`src/rtl/lcms_meas_sequencer.sv`:
```
// LCMS2012 measurement-channel timing scheduler.
// Builds the integrator/post-amp reset waveforms, the CDS clocks and the ADC
// conversion requests from microsecond-unit configuration words. Everything
// runs on s_clk. Waveforms are updated in the cycle after each us_cnt change.
module lcms_meas_sequencer #(
   parameter int CLK_PER_US = 100,
   parameter int TW         = 16
) (
   input  logic          s_clk,
   input  logic          reset,
   input  logic          start_meas,
   input  logic [TW-1:0] reset_period_i,
   input  logic [TW-1:0] int_reset_duration_i,
   input  logic [TW-1:0] post_reset_duration_i,
   input  logic [TW-1:0] v_sampling_period_i,
   input  logic [TW-1:0] cds_time1_delay_i,
   input  logic [TW-1:0] cds_time2_delay_i,
   input  logic [TW-1:0] cds_width_i,
   input  logic          mode_i,
   input  logic          mode2_i,
   input  logic          adc_busy_i,
   output logic          int_reset_o,
   output logic          post_reset_o,
   output logic          cds_clk1_o,
   output logic          cds_clk2_o,
   output logic          adc_cnv_start_o,
   output logic [1:0]    adc_tag_o,
   output logic          frame_start_o,
   output logic          overrun_o,
   output logic          cfg_err_o,
   output logic          busy_o
);
   localparam int PW = (CLK_PER_US > 1) ? $clog2(CLK_PER_US) : 1;

   typedef enum logic [1:0] {S_IDLE, S_ARM, S_RUN, S_STOP} state_t;

   state_t          state_q;
   logic            start_q, upd_q;
   logic [PW-1:0]   pre_q;
   logic [TW-1:0]   us_q, samp_q;
   logic [TW-1:0]   per_q, intd_q, postd_q, sper_q, t1_q, t2_q, w_q;
   logic [1:0]      mode_q;
   logic            int_q, post_q, cds1_q, cds2_q, cnv_q, fs_q, ovr_q, cerr_q, busy_q;
   logic [1:0]      tag_q;

   logic            us_tick, us_last, samp_last, start_rise, cfg_bad, req;
   logic [1:0]      req_tag;
   logic [TW:0]     us_x, t1_x, t2_x, t1_end, t2_end;

   // Tick/wrap decode, CDS window bounds and request selection for the current us
   always_comb begin
      us_tick    = (pre_q == PW'(CLK_PER_US - 1));
      us_last    = (us_q == per_q - TW'(1));
      samp_last  = (samp_q == sper_q - TW'(1));
      start_rise = start_meas & ~start_q;
      cfg_bad    = (reset_period_i == '0) ||
                   ((mode_i == mode2_i) && (v_sampling_period_i == '0));
      us_x       = {1'b0, us_q};
      t1_x       = {1'b0, t1_q};
      t2_x       = {1'b0, t2_q};
      t1_end     = t1_x + {1'b0, w_q};
      t2_end     = t2_x + {1'b0, w_q};
      req        = 1'b0;
      req_tag    = 2'd0;
      case (mode_q)
         2'b10: begin
            // t1 takes precedence when both offsets coincide
            if (us_q == t1_q) begin
               req = 1'b1; req_tag = 2'd1;
            end else if (us_q == t2_q) begin
               req = 1'b1; req_tag = 2'd2;
            end
         end
         2'b01: begin
            // us_x never reaches period, so t2+width past the frame never fires
            if (us_x == t2_end) begin
               req = 1'b1; req_tag = 2'd3;
            end
         end
         default: begin
            if (samp_q == '0) begin
               req = 1'b1; req_tag = 2'd0;
            end
         end
      endcase
   end

   // Sequencer FSM with counters and registered waveform/request outputs
   always_ff @(posedge s_clk) begin
      if (!reset) begin
         state_q <= S_IDLE;
         // Seed with the live level so a start held through reset is not a rising edge
         start_q <= start_meas;
         upd_q   <= 1'b0;
         pre_q   <= '0;
         us_q    <= '0;
         samp_q  <= '0;
         per_q   <= '0; intd_q <= '0; postd_q <= '0; sper_q <= '0;
         t1_q    <= '0; t2_q   <= '0; w_q     <= '0; mode_q <= '0;
         int_q   <= 1'b0; post_q <= 1'b0; cds1_q <= 1'b0; cds2_q <= 1'b0;
         cnv_q   <= 1'b0; tag_q  <= '0;   fs_q   <= 1'b0;
         ovr_q   <= 1'b0; cerr_q <= 1'b0; busy_q <= 1'b0;
      end else begin
         start_q <= start_meas;
         upd_q   <= 1'b0;
         fs_q    <= 1'b0;
         cnv_q   <= 1'b0;
         tag_q   <= '0;
         case (state_q)
            S_IDLE: begin
               pre_q <= '0;
               if (start_rise) begin
                  per_q   <= reset_period_i;
                  intd_q  <= int_reset_duration_i;
                  postd_q <= post_reset_duration_i;
                  sper_q  <= v_sampling_period_i;
                  t1_q    <= cds_time1_delay_i;
                  t2_q    <= cds_time2_delay_i;
                  w_q     <= cds_width_i;
                  mode_q  <= {mode_i, mode2_i};
                  ovr_q   <= 1'b0;
                  cerr_q  <= cfg_bad;
                  if (!cfg_bad) begin
                     state_q <= S_ARM;
                     busy_q  <= 1'b1;
                  end
               end
            end
            S_ARM: begin
               pre_q   <= '0;
               us_q    <= '0;
               samp_q  <= '0;
               upd_q   <= 1'b1;
               state_q <= S_RUN;
            end
            S_RUN, S_STOP: begin
               if (upd_q) begin
                  int_q  <= (us_q < intd_q);
                  post_q <= (us_q < postd_q);
                  cds1_q <= (mode_q == 2'b01) && (us_x >= t1_x) && (us_x < t1_end);
                  cds2_q <= (mode_q == 2'b01) && (us_x >= t2_x) && (us_x < t2_end);
                  fs_q   <= (us_q == '0);
                  if (req) begin
                     if (adc_busy_i) begin
                        ovr_q <= 1'b1;
                     end else begin
                        cnv_q <= 1'b1;
                        tag_q <= req_tag;
                     end
                  end
               end
               if (us_tick) begin
                  pre_q <= '0;
                  if (us_last && (state_q == S_STOP)) begin
                     // Frame finished after stop: park with everything low
                     state_q <= S_IDLE;
                     busy_q  <= 1'b0;
                     int_q   <= 1'b0; post_q <= 1'b0;
                     cds1_q  <= 1'b0; cds2_q <= 1'b0;
                     fs_q    <= 1'b0; cnv_q  <= 1'b0; tag_q <= '0;
                  end else begin
                     us_q   <= us_last ? '0 : us_q + TW'(1);
                     samp_q <= (us_last || samp_last) ? '0 : samp_q + TW'(1);
                     upd_q  <= 1'b1;
                  end
               end else begin
                  pre_q <= pre_q + PW'(1);
               end
               if ((state_q == S_RUN) && !start_meas) state_q <= S_STOP;
            end
            default: state_q <= S_IDLE;
         endcase
      end
   end

   assign int_reset_o     = int_q;
   assign post_reset_o    = post_q;
   assign cds_clk1_o      = cds1_q;
   assign cds_clk2_o      = cds2_q;
   assign adc_cnv_start_o = cnv_q;
   assign adc_tag_o       = tag_q;
   assign frame_start_o   = fs_q;
   assign overrun_o       = ovr_q;
   assign cfg_err_o       = cerr_q;
   assign busy_o          = busy_q;
endmodule

```
`config.mk`:
```
export PLATFORM = sky130hd
export DESIGN_NAME = lcms_meas_sequencer
export DESIGN_NICKNAME = d
export VERILOG_FILES = /design/src/rtl/lcms_meas_sequencer.sv
export SDC_FILE = /design/constraint.sdc
export NUM_CORES = 1
export LEC_CHECK = 0
export CAP_MARGIN = 20
export CORE_MARGIN = 10
export CORE_UTILIZATION = 50
export DETAILED_ROUTE_END_ITERATION = 6
export GPL_TIMING_DRIVEN = 0
export PLACE_DENSITY_LB_ADDON = 0.3
export SYNTH_ARGS = -nofsm -noshare
export SYNTH_HDL_FRONTEND = slang
export SYNTH_SLANG_ARGS = --single-unit
```
`constraint.sdc`:
```
create_clock -name s_clk -period 3.9 [get_ports s_clk]
set_input_delay 0.78 -clock s_clk [delete_from_list [all_inputs] [get_ports s_clk]]
set_output_delay 0.78 -clock s_clk [all_outputs]
set_load 0.05 [all_outputs]
```
==> results.tsv <==
stage	metric	value	unit
finish	ant diodes	0	
worst_setup_path	CP endpoint kind	flop	
sta	skew final	0.00858	ns
route	routed wire length	35500	um
route	DRT Pass-1 Iters	6	
synthesis	Syn Nets	1719	
clock_network	Worst-Skew Late Latency	0.44	ns
job	max-cap viol count	0	
floorplanning	Starting Density	0.505	
synthesis	Post-synth EDFFs	0	
synthesis	Synth area leaders	dfxtp_1 29%, ha_1 15%, nand2_1 9.4%	
worst_setup_path	CP required	4.25	ns
grt	number of global-route vias before repair	10918	
route	mean routed wirelength per cell	18.5	um
sta	unrepaired setup endpoints after global routing	true	
worst_setup_path	CP Depth	17	
worst_setup_path	CP max FO	5	
finish	final core occ	0.607	
floorplanning	full die area	0.0293	mm2
synthesis	post-synthesis register bit count	168	
worst_setup_path	Crit Path Class	flop to flop	
placed_design	post-DP HPWL	26800	um
synthesis	Synth Cell Area	0.0114	mm2
clock_network	clock sink count	168	
worst_setup_path	largest stage delay on the critical path	0.46	ns
power	Pwr Density	392	mW/mm2
sta	final period utilization	0.970	
route	First DRT Iteration DRCs	1224	
clock_network	total CTS buffers	17	
power	Comb pwr share	0.319	
floorplanning	Die H	171	um
clock_network	H-tree levels	4	
synthesis	asr flop ratio synth	0	
finish	filler instances	2061	
worst_setup_path	worst setup path startpoint	w_q[1]$_SDFFE_PN0P_	
worst_setup_path	CP Cell Sequence	ha_1, a21o_1, a21oi_2, nor2b_1, o21a_1, o21ai_1, nand2b_1, a21oi_2, xor2_1, ha_1, nand4_1, a31oi_1, a2111oi_2, o21ai_0, a2111oi_1, nor4b_1, o32ai_1	
sta	Final Hold Fails	0	
power	Psw	0.00190	W
synthesis	Seq/Total Area, Yosys	0.295	
worst_setup_path	delay-heaviest family, CP	compound AO/OA/AOI/OAI gates	
sta	Max Slew Vio Count	0	
sta	Slew @ Worst Pin	0.802	ns
worst_setup_path	Worst Path Arrival	4.13	ns
clock_network	Root Buffer	clkbuf_16	
finish	area grow syn2layout	20.1	%
placed_design	GPL Wtd Cong	0.910	
grt	Overall Global Routing Usage	0.238	
synthesis	top cell type's share of synthesized area	0.295	
grt	grt total ovfl	0	
power	Int Pwr	0.00346	W
synthesis	area leader, netlist	dfxtp_1	
synthesis	Yosys cell types	82	
finish	layout cell share with drive strength beyond 1	0.0559	
placed_design	Area after DPL	0.0131	mm2
clock_network	clk slew on worst S/H paths	0.07	ns
synthesis	Mapped Cells	1465	
floorplanning	number of I/O pins	129	
floorplanning	Die Wd	171	um
power	switching share of power	0.355	
synthesis	Post-synth top flop	dfxtp_1	
worst_setup_path	CP Launch Type	flop	
route	via density per instance	5.93	
route	antenna-violating nets left	0	
synthesis	Syn Area/Cell	7.79	um2
grt	pin count of the biggest net entering global routing	17	
power	VDD IR-drop max	0.000244	V
sta	Setup violations, final	0	
power	Leak Pwr	5.50	nW
worst_setup_path	Worst Path Buf+Inv	0	
worst_setup_path	Critical R2R Capture	cds_clk2_o$_SDFFE_PN0N_	
worst_setup_path	R2R depth	17	
finish	Final Instance Area	0.0137	mm2
power	Clk pwr share	0.311	
worst_setup_path	Crit Reg-Reg Startpoint	w_q[1]$_SDFFE_PN0P_	
clock_network	CTS tree	built	
grt	first-pass GRT wire length	55400	um
finish	Layout Nets	1868	
power	Reg power frac	0.370	
floorplanning	Core Area	0.0226	mm2
sta	post-layout min period	3.78	ns
sta	max_slew headroom	0.465	
synthesis	Syn. warnings	0	
worst_setup_path	Crit-path slowest cell	a2111oi_1	
placed_design	Port Buf Inserts	127	
worst_hold_path	HP Class	flop to flop	
route	drt drc	0	
route	via count	11342	
grt	initial antenna violation count	0	
worst_setup_path	critical path capture point	cds_clk2_o$_SDFFE_PN0N_	
run_status	status	completed	
worst_setup_path	r2r setup slk	0.12	ns
floorplanning	row cnt	55	
clock_network	deepest clock path buffer count	2	
sta	fmax	264	MHz
-- power by group through the flow --
stage / Clock (W) / Combinational, W / Sequential, W
final: 0.00167 / 0.00171 / 0.00198
after global routing: 0.00176 / 0.00189 / 0.00200
after CTS: 0.00168 / 0.00168 / 0.00198
after detailed placement: 0 / 0.00165 / 0.00202
after global placement: 0 / 0.00160 / 0.00201
after floorplan: 0 / 0.00113 / 0.00200
-- worst reg2reg max path, cell delays in order, from the launching register on --
cell	delay (ns)
dfxtp_2	0.35
ha_1	0.28
a21o_1	0.17
a21oi_2	0.17
nor2b_1	0.08
o21a_1	0.22
o21ai_1	0.19
nand2b_1	0.11
a21oi_2	0.17
xor2_1	0.18
ha_1	0.26
nand4_1	0.12
a31oi_1	0.07
a2111oi_2	0.38
o21ai_0	0.14
a2111oi_1	0.46
nor4b_1	0.11
o32ai_1	0.22
-- cells in the final DEF (no fill, tap or decap), types with 6 or more instances in the layout --
cell,count
or4_1,11
nor2b_1,10
inv_1,99
or2_2,7
a211oi_1,6
and3_1,17
nand4_1,26
o21ai_0,59
nor4_1,22
clkbuf_1,50
a41oi_1,6
nor3_1,27
a41o_1,7
xor2_1,36
nand3_1,21
nor2_1,57
nand2_1,285
xnor2_1,30
ha_1,134
o21ai_1,10
o21a_1,8
clkbuf_16,17
a21o_1,25
o211ai_1,13
buf_2,6
a21oi_1,171
dfxtp_1,167
clkdlybuf4s50_1,127
or3_1,15
buf_6,6
nand2b_1,11
-- worst min-delay path by stage --
stage / startpoint / to / cells after the start
after floorplan: pre_q[0]$_SDFF_PP0_ / pre_q[0]$_SDFF_PP0_ / 1
after global placement: pre_q[0]$_SDFF_PP0_ / pre_q[0]$_SDFF_PP0_ / 1
after detailed placement: postd_q[5]$_SDFFE_PN0P_ / postd_q[5]$_SDFFE_PN0P_ / 2
after CTS: postd_q[5]$_SDFFE_PN0P_ / postd_q[5]$_SDFFE_PN0P_ / 2
after global routing: postd_q[15]$_SDFFE_PN0P_ / postd_q[15]$_SDFFE_PN0P_ / 2
final: postd_q[4]$_SDFFE_PN0P_ / postd_q[4]$_SDFFE_PN0P_ / 2
-- registers in the layout, indices dropped and copies added (netlist names), 16 cells and up --
signal,cells
sper_q,16
intd_q,16
t2_q,16
w_q,16
per_q,16
us_q,16
samp_q,16
t1_q,16
postd_q,16
-- stage by stage --
step	setup slack, ns	power, W	setup TNS, ns	instances	hold WS, ns
after CTS	0.0806	0.00534	0	1910	0.457
after detailed placement	-0.0995	0.00367	-0.282	1878	0.448
after global placement	-0.596	0.00362	-19.54	1877	0.425
final	0.117	0.00537	0	1912	0.456
after global routing	-0.0622	0.00564	-0.0816	1912	0.473
after floorplan	0.553	0.00313	0	1465	0.413
-- Yosys cell counts, drive strengths merged, types with 6 or more instances --
master     n
a2111oi    7
a211oi     6
a21boi     6
a21o      25
a21oi    175
a41o       7
a41oi      6
and3      17
buf       17
clkbuf    49
dfxtp    168
ha       134
inv      100
nand2    286
nand2b    11
nand3     21
nand4     26
nor2      58
nor2b     10
nor3      30
nor4      25
o211ai    13
o21a       8
o21ai     72
or2        9
or3       15
or4       12
xnor2     30
xor2      36
-- layout make-up --
cell class              instances  area, um2  area share
clock inverters                14        139      0.0101
plain buffers                  66        304      0.0222
repair buffers                130       1300      0.0948
multi-input cells            1131       7430       0.542
clock buffers                  18        429      0.0313
inverters                     100        375      0.0274
flip-flops and latches        168       3360       0.246
well taps                     285        357      0.0260
-- routing by layer --
layer,vias to the layer above,global-route usage,share of wire
li1,5484,-,-
met1,5275,0.295,0.42
met2,487,0.393,0.47
met3,96,0.0438,0.083
met4,0,0.104,0.036
met5,-,0,0
-- logic make-up after synthesis --
| family | share of synthesized area |
|---|---|
| simple gates | 0.229 |
| compound gates | 0.211 |
| flops | 0.295 |
| buf+inv | 0.0596 |
| fa+ha+maj | 0.151 |
| xor+xnor | 0.0528 |
| mux | 0.00263 |
-- timing repair --
action                                 in CTS  in global routing
pin swaps                                   2                  4
setup buffers                               0                  2
resized for setup                           8                  7
hold buffers                                0                  0
endpoints found under the hold margin       0                  0
setup endpoints to repair                   4                  4
No activity file was read; power rests on OpenSTA's default activity.
